File: config.mk
export PLATFORM = sky130hd
export DESIGN_NAME = adder_4b
export DESIGN_NICKNAME = d
export VERILOG_FILES = /design/src/rtl/adder_4b.sv
export SDC_FILE = /design/constraint.sdc
export NUM_CORES = 1
export LEC_CHECK = 0
export ABC_CLOCK_PERIOD_IN_PS = 800
export BUFFER_PORTS_ARGS = -buffer_cell sky130_fd_sc_hd__buf_2
export CAP_MARGIN = 20
export CORE_AREA = 5 5 42 44
export DETAILED_ROUTE_END_ITERATION = 6
export DIE_AREA = 0 0 47 49
export SLEW_MARGIN = 20
export SYNTH_ARGS = -nofsm -noshare
export SYNTH_HDL_FRONTEND = slang
export SYNTH_SLANG_ARGS = --single-unit
File: constraint.sdc
create_clock -name clock -period 0.8 [get_ports clock]
set_input_delay 0.16 -clock clock [delete_from_list [all_inputs] [get_ports clock]]
set_output_delay 0.16 -clock clock [all_outputs]
set_load 0.05 [all_outputs]
File: src/rtl/adder_4b.sv
// Registered unsigned adder: WIDTH-bit operands, WIDTH+1-bit sum with carry-out.
// Define ADDER_4B_INPUT_REG_EN to register the operands first (2-cycle latency).
module adder_4b #(
    parameter int WIDTH = 4
) (
    input  logic             clock,
    input  logic             reset,
    input  logic [WIDTH-1:0] data_in1,
    input  logic [WIDTH-1:0] data_in2,
    output logic [WIDTH:0]   data_out
);

    logic [WIDTH-1:0] op_a;
    logic [WIDTH-1:0] op_b;
    logic [WIDTH:0]   sum_d;
    logic [WIDTH:0]   sum_q;

`ifdef ADDER_4B_INPUT_REG_EN
    logic [WIDTH-1:0] a_q;
    logic [WIDTH-1:0] b_q;

    // Operand stage clears with the output so the first sum after release is 0+0.
    always_ff @(posedge clock or negedge reset) begin
        if (!reset) begin
            a_q <= '0;
            b_q <= '0;
        end else begin
            a_q <= data_in1;
            b_q <= data_in2;
        end
    end

    assign op_a = a_q;
    assign op_b = b_q;
`else
    assign op_a = data_in1;
    assign op_b = data_in2;
`endif

    always_comb begin
        sum_d = {1'b0, op_a} + {1'b0, op_b};
    end

    always_ff @(posedge clock or negedge reset) begin
        if (!reset) begin
            sum_q <= '0;
        end else begin
            sum_q <= sum_d;
        end
    end

    assign data_out = sum_q;

endmodule

==> reports/qor.tcl <==
set qor(slew_headroom) 0.914
set qor(area_post_placement_um2) 374
set qor(detail_route.vias_per_cell) 3.61
set qor(yosysSeqAreaShare) 0.478
set qor(placementRows) 14
set qor(clock.fmax_ghz) 1.09
set qor(die_h_um) 49
set qor(timing.max_cap.violations) 0
set qor(ys_types) 10
set qor(synthesis.area_um2) 262
set qor(cts-root-buf) {clkbuf_4}
set qor(hold_viol_final) 0
set qor(htreeDepth) 1
set qor(grt_pass1_wl_um) 903
set qor(syn_inst) 21
set qor(yosys.area.top_type_share) 0.478
set qor(worstPathBufferInverterCount) 1
set qor(placement.io_buffers) 14
set qor(violations) {setup timing}
set qor(classification_of_the_worst_setup_path) {reg -> out}
set qor(synthesized_net_count) 36
set qor(tightest_pin_transition_ns) 0.128
set qor(flow.area_growth_from_synthesis_pct) 80.9
set qor(synth.yosys.warnings) 0
set qor(timing.final.crit_share) 1.15
set qor(post_synth.cell_area_avg_um2) 12.5
set qor(worst_hold_path.num_cells) 2
set qor(first_iter_violations) 0
set qor(cp_max_fo) 1
set qor(final_nets) 57
set qor(remaining_design_rule_violation_count) 0
set qor(track_usage) 0.0594
set qor(wire_per_inst_um) 8.67
set qor(critical_path.slowest_cell) {dfrtp_1}
set qor(timing.critical_path.cells) {buf_6}
set qor(hold_path.startpoint) {data_in1[0]}
set qor(routabilityCongestion) 0.631
set qor(cts.clk_slew.worst_paths_ns) 0.04
set qor(pin_count_of_the_biggest_net_entering_global_routing) 6
set qor(cp.arrival_ns) 0.76
set qor(synth.top_cells.by_area) {dfrtp_1 (48%), ha_1 (19%), fa_1 (7.7%)}
set qor(initial_antenna_violation_count) 0
set qor(finalSetupViolCount) 7
set qor(io_pins) 15
set qor(cts_setup_buffers) 0
set qor(number_of_flip_flops_under_the_largest_register_name) 5
set qor(drive_gt1_frac) 0.561
set qor(finish.instance_area_um2) 473
set qor(timing.critical_path.to_type) {output pin}
set qor(fp.dieArea_mm2) 0.00230
set qor(first_global_vias) 230
set qor(maximum_count_of_clock_buffers_along_a_single_path) 2
set qor(vdd_ir_max_mv) 0.498
set qor(start_kind) {register}
set qor(setup_repair_after_global_routing_missed_its_margin) {yes}
set qor(cts_sinks) 5
set qor(hp-class) {in -> reg}
set qor(slew_violations) 0
set qor(status) {finished, violations left}
set qor(cellPowerDensity_mw_per_mm2) 2010
set qor(hold_end) {data_out[0]$_DFF_PN0_}
set qor(cts-buffers-inserted) 3
set qor(cp_data_required_time_ns) 0.64
set qor(timing.final.ws_setup_ns) -0.118
set qor(yosys_register_bits) 5
set qor(die_w_um) 47
set qor(antenna_cells) 0
set qor(fp.coreArea_mm2) 0.00140
set qor(p_leak_uw) 0.000232
set qor(cts_tree) {yes}
set qor(drtPass1Iterations) 1
set qor(floorplan.initialDensity) 0.187
set qor(netlist.top_cell.by_area) {dfrtp_1}
set qor(totalWireLength_um) 494
set qor(via_count) 206
set qor(place_worst_setup_slack_ns) -0.327
set qor(cpLargestDelayFamily) {flip-flops}
set qor(timing.final.crit_period_ns) 0.918
set qor(max_stage_delay_ns) 0.37
set qor(ant_nets) 0
set qor(grt-ovfl-total) 0
cell families after synthesis:
group                      after synthesis  synth area share
buffers and inverters                    4            0.0574
AOI/OAI and AO/OA                        3            0.0813
xor gates and xnor gates                 2            0.0670
DFF                                      5             0.478
adders and majority gates                5             0.268
and+or+nand+nor                          2            0.0479
placed cells by master, fill, tap and decap left out, drive strengths merged, types with 2 or more instances in the layout:
| cell | n |
|---|---|
| buf | 15 |
| dfrtp | 5 |
| inv | 4 |
| clkbuf | 4 |
| ha | 4 |
| xnor2 | 2 |
layout make-up:
cell class | count | area, um^2
Fill cell | 153 | 928
Multi-Input combinational cell | 12 | 149
Timing Repair Buffer | 16 | 138
Sequential cell | 5 | 125
Clock buffer | 4 | 26.3
Tap cell | 16 | 20.0
Inverter | 4 | 15.0
through the flow:
| stage | util | TNS, ns | power [uW] | hold slack, ns | instances |
|---|---|---|---|---|---|
| floorplan | - | -0.447 | 513 | -0.136 | 21 |
| global placement | 0.267 | -1.04 | 600 | -0.0280 | 52 |
| detailed placement | 0.267 | -1.12 | 607 | -0.0242 | 52 |
| CTS | 0.338 | -0.693 | 971 | 0.138 | 57 |
| global route | 0.338 | -0.774 | 1020 | 0.134 | 57 |
| finish | 0.338 | -0.589 | 949 | 0.146 | 57 |
timing repair:
action	CTS	global route
pin swaps	6	5
hold buffers	1	0
setup endpoints to repair	8	8
resized for setup	16	0
hold endpoints to repair	5	0
power by group:
part | switching, uW | internal, uW | total (uW)
clock network | 88.7 | 188 | 276
logic | 210 | 155 | 365
registers | 16.9 | 292 | 309
total | 316 | 634 | 949
metal layers:
metal  part of all wire  up-vias  wire [um]  GRT usage
li1                   -      105          -          -
met3               0.17        0         85     0.0332
met2               0.39       15        193     0.0724
met4                  0        0          0     0.0553
met5                  0        -          0          0
met1               0.44       86        215     0.0692
worst max-delay path by stage:
stage                     slack, ns                     to                   from  depth (start not counted)
after CTS                     -0.13            data_out[3]  data_out[3]$_DFF_PN0_                          1
after global placement        -0.29  data_out[4]$_DFF_PN0_            data_in1[0]                          7
after floorplan               -0.15  data_out[1]$_DFF_PN0_            data_in1[0]                          4
after global routing          -0.15            data_out[3]  data_out[3]$_DFF_PN0_                          1
final                         -0.12            data_out[3]  data_out[3]$_DFF_PN0_                          1
after detailed placement      -0.33  data_out[4]$_DFF_PN0_            data_in1[0]                          7
synthesized netlist by cell type:
library cell	n
xnor2_1	2
o21ai_0	1
dfrtp_1	5
ha_1	4
inv_1	4
fa_1	1
a21oi_2	1
nor2b_1	1
nand2b_1	1
a21o_1	1
Note: power is estimated with default switching activity, not from simulation.
